## src/rtl/stopwatch_ctrl.sv

```systemverilog
// stopwatch_ctrl: run/pause/adjust controller for a stopwatch time counter.
// Ports:
//   clk_sel      system clock, all state updates on the rising edge
//   rst          asynchronous active-high reset
//   pause_btn    raw bouncing pause button, synchronized and debounced here
//   adj_sw       raw adjust-mode switch (1 = adjust)
//   sel_sw       raw adjust-target switch (1 = seconds, 0 = minutes)
//   tick_1hz     1 Hz single-cycle enable, counts time while running
//   tick_2hz     2 Hz single-cycle enable, steps the selected field while adjusting
//   inc_strobe   registered single-cycle increment command
//   inc_mode     00 cascade, 01 minutes only, 10 seconds only
//   paused       high while in PAUSE
//   digit_blank  {min_10s, min_1s, sec_10s, sec_1s} blank mask
// Build option: define STOPWATCH_BLINK_EN to blink the field being adjusted;
// otherwise digit_blank is tied to 0000.
module stopwatch_ctrl #(
  parameter int DEB_MAX = 50000
) (
  input  logic       clk_sel,
  input  logic       rst,
  input  logic       pause_btn,
  input  logic       adj_sw,
  input  logic       sel_sw,
  input  logic       tick_1hz,
  input  logic       tick_2hz,
  output logic       inc_strobe,
  output logic [1:0] inc_mode,
  output logic       paused,
  output logic [3:0] digit_blank
);
  typedef enum logic [1:0] {RUN, PAUSE, ADJ} state_t;
  logic [1:0] pb_q, adj_q, sel_q;
  logic pb_s, adj_s, sel_s;
  logic [16:0] cnt_q;
  logic deb_q, pp_q, accept;
  state_t state_q, state_d, ret_q, ret_d;
  logic strobe_q, paused_q;
  logic [1:0] mode_q;
  assign pb_s = pb_q[1];
  assign adj_s = adj_q[1];
  assign sel_s = sel_q[1];
  // the DEB_MAX-th consecutive cycle with pb_s differing from the accepted level
  assign accept = (pb_s != deb_q) && (cnt_q == 17'(DEB_MAX - 1));
  always_comb begin
    state_d = state_q;
    ret_d = ret_q;
    if (state_q == ADJ) begin
      if (!adj_s) state_d = ret_q;
    end else if (adj_s) begin
      state_d = ADJ;
      ret_d = state_q;
    end else if (pp_q) begin
      state_d = (state_q == RUN) ? PAUSE : RUN;
    end
  end
  always_ff @(posedge clk_sel or posedge rst) begin
    if (rst) begin
      pb_q <= '0;
      adj_q <= '0;
      sel_q <= '0;
      cnt_q <= '0;
      deb_q <= 1'b0;
      pp_q <= 1'b0;
      state_q <= RUN;
      ret_q <= RUN;
      strobe_q <= 1'b0;
      mode_q <= 2'b00;
      paused_q <= 1'b0;
    end else begin
      pb_q <= {pb_q[0], pause_btn};
      adj_q <= {adj_q[0], adj_sw};
      sel_q <= {sel_q[0], sel_sw};
      cnt_q <= (pb_s == deb_q || accept) ? '0 : cnt_q + 17'd1;
      deb_q <= accept ? pb_s : deb_q;
      pp_q <= accept && pb_s;
      state_q <= state_d;
      ret_q <= ret_d;
      strobe_q <= (state_q == RUN && tick_1hz) || (state_q == ADJ && tick_2hz);
      mode_q <= (state_q != ADJ) ? 2'b00 : sel_s ? 2'b10 : 2'b01;
      paused_q <= state_d == PAUSE;
    end
  end
  assign inc_strobe = strobe_q;
  assign inc_mode = mode_q;
  assign paused = paused_q;
`ifdef STOPWATCH_BLINK_EN
  logic phase_q;
  logic [3:0] blank_q;
  always_ff @(posedge clk_sel or posedge rst) begin
    if (rst) begin
      phase_q <= 1'b0;
      blank_q <= 4'b0000;
    end else begin
      phase_q <= (state_q == ADJ) && (phase_q ^ tick_2hz);
      blank_q <= !phase_q ? 4'b0000 : sel_s ? 4'b0011 : 4'b1100;
    end
  end
  assign digit_blank = blank_q;
`else
  assign digit_blank = 4'b0000;
`endif
endmodule
```

## config.mk

```make
export PLATFORM = sky130hd
export DESIGN_NAME = stopwatch_ctrl
export DESIGN_NICKNAME = d
export VERILOG_FILES = /design/src/rtl/stopwatch_ctrl.sv
export SDC_FILE = /design/constraint.sdc
export NUM_CORES = 1
export LEC_CHECK = 0
export ABC_CLOCK_PERIOD_IN_PS = 2450
export BUFFER_PORTS_ARGS = -buffer_cell sky130_fd_sc_hd__buf_4
export CAP_MARGIN = 30
export CORE_UTILIZATION = 40
export DETAILED_ROUTE_END_ITERATION = 6
export PLACE_DENSITY = 0.57
export SYNTH_ARGS = -nofsm -noshare
export SYNTH_HDL_FRONTEND = slang
export SYNTH_SLANG_ARGS = --single-unit
```

## constraint.sdc

```tcl
create_clock -name clk_sel -period 2.45 [get_ports clk_sel]
set_input_delay 0.245 -clock clk_sel [delete_from_list [all_inputs] [get_ports clk_sel]]
set_output_delay 0.245 -clock clk_sel [all_outputs]
set_load 0.01 [all_outputs]
```

Word-level counts from Yosys, hierarchy flattened
Cells that the tools add are included.
{ "op_classes": {"n_addsub": 1, "multipliers": 0, "div": 0, "n_lt_le_gt_ge": 0, "n_eq_ne": 6, "shifts": 0, "mux": 8, "bitwise_logic": 0, "reduce_logical": 7} }
{ "ops": {"columns": ["op", "count"], "rows": [
  ["$add A17 B1 Y17 const B", 1],
  ["$eq A17 B16 Y1 const B", 1],
  ["$mux W17", 1],
  ["$mux W2", 6],
  ["$logic_and A1 B1 Y1", 4],
  ["$eq A2 B1 Y1 const B", 1],
  ["$eq A2 B2 Y1 const B", 1],
  ["$logic_not A2 Y1", 1],
  ["$logic_or A1 B1 Y1", 2],
  ["$ne A2 B2 Y1 const B", 1],
  ["$eq A1 B1 Y1", 1],
  ["$mux W1", 1],
  ["$ne A1 B1 Y1", 1]
]} }
{ "word_totals": {"register_bits": 33, "latch_bits": 0, "ram_bits": 0, "rom_bits": 0, "inputBits": 7, "out_inout_bits": 8, "n_memories": 0} }

Logic depth before layout (Yosys ltp)
{ "depth": {"depth_word": 6, "ltp_mapped": 5, "depth_no_buf": 5} }

Least setup slack after synthesis
OpenSTA, ideal clock, no wires.
{ "synth_timing": {"kind": "reg-to-reg", "from": "register cnt_q[12]", "to": "register deb_q", "t_arrival_ns": 1.656, "setup_slack_ns": 0.669, "stages_incl_launch_ff": 4, "path_buffers": 0, "synth_period_minus_slack_ns": 1.781, "path_cell_list": "dfrtp_1 or3_4 or4_4 mux2_4"} }
{ "synth_via": {"elab_chain_len": 2} }
{ "synth_lines": {"columns": ["item", "line_no", "rtl"], "rows": [
  ["start, declared", "34", "logic [16:0] cnt_q;"],
  ["start signal, assigned", "73", "cnt_q <= (pb_s == deb_q || accept) ? '0 : cnt_q + 17'd1;"],
  ["$eq A17 B16 Y1", "43", "assign accept = (pb_s != deb_q) && (cnt_q == 17'(DEB_MAX - 1));"],
  ["$logic_and A1 B1 Y1", "43", null],
  ["end signal, assigned", "74", "deb_q <= accept ? pb_s : deb_q;"],
  ["end, declared", "35", "logic deb_q, pp_q, accept;"]
]} }
Every way passes these cells.
A chain may end at the register's enable or synchronous reset.

Worst setup path after layout
{ "layout_timing": {"from": "register cnt_q[5]", "to": "register deb_q"} }
Same word-level chain as after synthesis.

==> results.toml <==
[status]
outcome = "completed"

[clock_tree]
cts_made_buffers = 5
htreeDepth = 2
clk_pin_slew_ns = 0.10
cts.sinks = 33
cts_max_path_buffers = 2
tritoncts = "yes"
insertion_delay_ns = 0.33
root_buffer = "clkbuf_4"

[routing]
final_antenna_net_count = 0
drc = 0
dr.pass1.iters = 4
wl_mm = 2.50
wl_per_cell_um = 12.8
via_per_inst = 4.82
vias = 945
initialDrtViolationCount = 50

[timing]
fin_crit_ns = 1.85
whs_ns = 0.170
rsz0062_at_grt = "false"
finalSetupViolCount = 0
tns_ns = 0
fin_skew_ns = 0.0105
slew_violations = 0
fmax_ghz = 0.540
hold_violations = 0
min_period_over_period_pct = 75.6

[final_layout]
fin_util_pct = 49.7
drive_gt1_share_pct = 18.7
area_growth_pct = 18.0
instances_no_fill = 196
layout.nets = 157
n_antenna_cell = 0

[setup_path]
r2r-start = "cnt_q[5]"
r2r_cells = 4
crit_required_ns = 2.67
crit_path_end_kind = "flip-flop"
worstPathArrival_ns = 2.08
worstSetupStartpointType = "flip-flop"
cp-startpoint = "cnt_q[5]"
crit_type = "reg2reg"
critPathMaxFanout = 5

[die]
start_util_pct = 42.1
core-area_sq_um = 3390
die_h_um = 61.7
num_rows = 21
die_area_sq_um = 3810
io_pins = 15
die_w_um = 61.7

[min_path]
hold_path.class = "in2reg"
min_path_cells = 3
min-delay-start = "tick_1hz"

[synth]
syn_avg_cell_area_sq_um = 11.2
synth_cell_types = 28
synth_edf_count = 0
synth_area_sq_um = 1430
synth-async-reset-ratio_pct = 100
synth_flop_cell = "dfrtp_1"
synthCells = 127
yosysWarnings = 0
ys_seq_elements = 33
ys_seq_area_share_pct = 57.8

[placed_design]
hpwl_mm = 1.72
dp_cells = 184
port-buffer-count = 10
gp_congestion = 0.826

[grt]
grt_pass1_vias = 974
grt.overflow.total = 0
antenna_found_initial = 0
grt_first_pass_wirelength_mm = 4.49
grt_max_degree = 34
grt_usage_pct = 16.9

[power_and_ir_drop]
leakage_nw = 0.736
pwr_density_cell_nw_per_um2 = 617
vdd_ir_drop_max_mv = 0.282

[flow_run]
maxCapViolCount = 0
[synth_stat cells, types with 2 or more instances]
master | number | area (sq um)
a21oi_1 | 4 | 20.0
inv_1 | 5 | 18.8
nand3_1 | 5 | 25.0
buf_4 | 4 | 30.0
nor3b_1 | 2 | 15.0
nor2_1 | 23 | 86.3
xor2_1 | 2 | 17.5
dfrtp_1 | 33 | 826
nor3_1 | 5 | 25.0
nand4_1 | 4 | 25.0
nand2_1 | 6 | 22.5
nor4_1 | 5 | 31.3
xnor2_1 | 14 | 123
[where the power goes]
part / switching (mW) / total, mW / internal, mW
Sequential: 0.00904 / 0.566 / 0.557
Combinational: 0.0296 / 0.0556 / 0.0260
Clock: 0.175 / 0.418 / 0.244
Total: 0.213 / 1.04 / 0.827
[final cells by class]
type | instances | area, sq um
inverters | 5 | 18.8
fillers | 307 | 1710
well taps | 46 | 57.6
flip-flops and latches | 33 | 826
multi-input cells | 87 | 559
clock inverters | 1 | 30.0
repair buffers | 17 | 138
clock buffers | 7 | 55.1
[sequential cells by signal, indices dropped and copies added (netlist names), 2 cells and up]
register / cells
adj_q: 2
cnt_q: 17
inc_mode: 2
pb_q: 2
ret_q: 2
sel_q: 2
state_q: 2
[metrics by stage]
stage                     setup slack [ns]  power, mW  area (sq um)
final                                0.598       1.04          1680
after global routing                 0.541       1.10          1680
after CTS                            0.573       1.06          1660
after detailed placement             0.618      0.628          1560
after global placement               0.650      0.626          1560
after floorplan                      0.669      0.608          1440
[layout by cell type (no fill, tap or decap), types with 2 or more instances in the layout]
cell type and count:
dfrtp_1 33, inv_1 5, nor3_1 5, a21oi_1 4, nor2_1 23, xnor2_1 14
buf_4 13, nand4_1 4, conb_1 4, nand3_1 5, nor3b_1 2, dlygate4sd3_1 4
xor2_1 2, clkbuf_4 5, nand2_1 6, nor4_1 5
[metal layers]
layer | global-route usage [%] | wire length, um | vias to the layer above
met5 | 0 | 0 | -
met4 | 7.62 | 53 | 0
met3 | 6.21 | 91 | 6
met2 | 27.6 | 1200 | 23
met1 | 19.9 | 1160 | 453
li1 | - | - | 463
[worst max-delay path, cell delays in order, from the launching register on]
cell and delay (ns):
dfrtp_1 0.45, nor4b_2 0.30, nand2_1 0.14, or4_4 0.56, mux2_4 0.31
[what timing repair did]
| action | in CTS | in global routing |
|---|---|---|
| buffers inserted | 0 | 0 |
| resized for setup | 0 | 0 |
| endpoints found under the hold margin | 9 | 2 |
| hold buffers | 2 | 2 |
[final timing paths]
kind,slack [ns],endpoint
max in group asynchronous,1.60,cnt_q[2]
setup / recovery,0.60,deb_q
hold / removal,0.17,inc_strobe
hold reg to reg,0.36,pb_q[1]
min in group asynchronous,0.55,sel_q[0]
setup reg to reg,0.60,deb_q
[cells by family (layout without fill, tap and decap cells)]
kind of cell,after synthesis,after routing,synth area share [%]
other,1,4,0.263
multiplexers,3,3,2.54
buffers and inverters,10,30,3.77
AND/OR/NAND/NOR,56,56,20.4
AO/OA/AOI/OAI,7,7,4.47
flip-flops,33,33,57.8
adder cells (fa/ha/maj),1,1,0.876
XOR/XNOR,16,16,9.82
No activity file was read; power rests on OpenSTA's default activity.
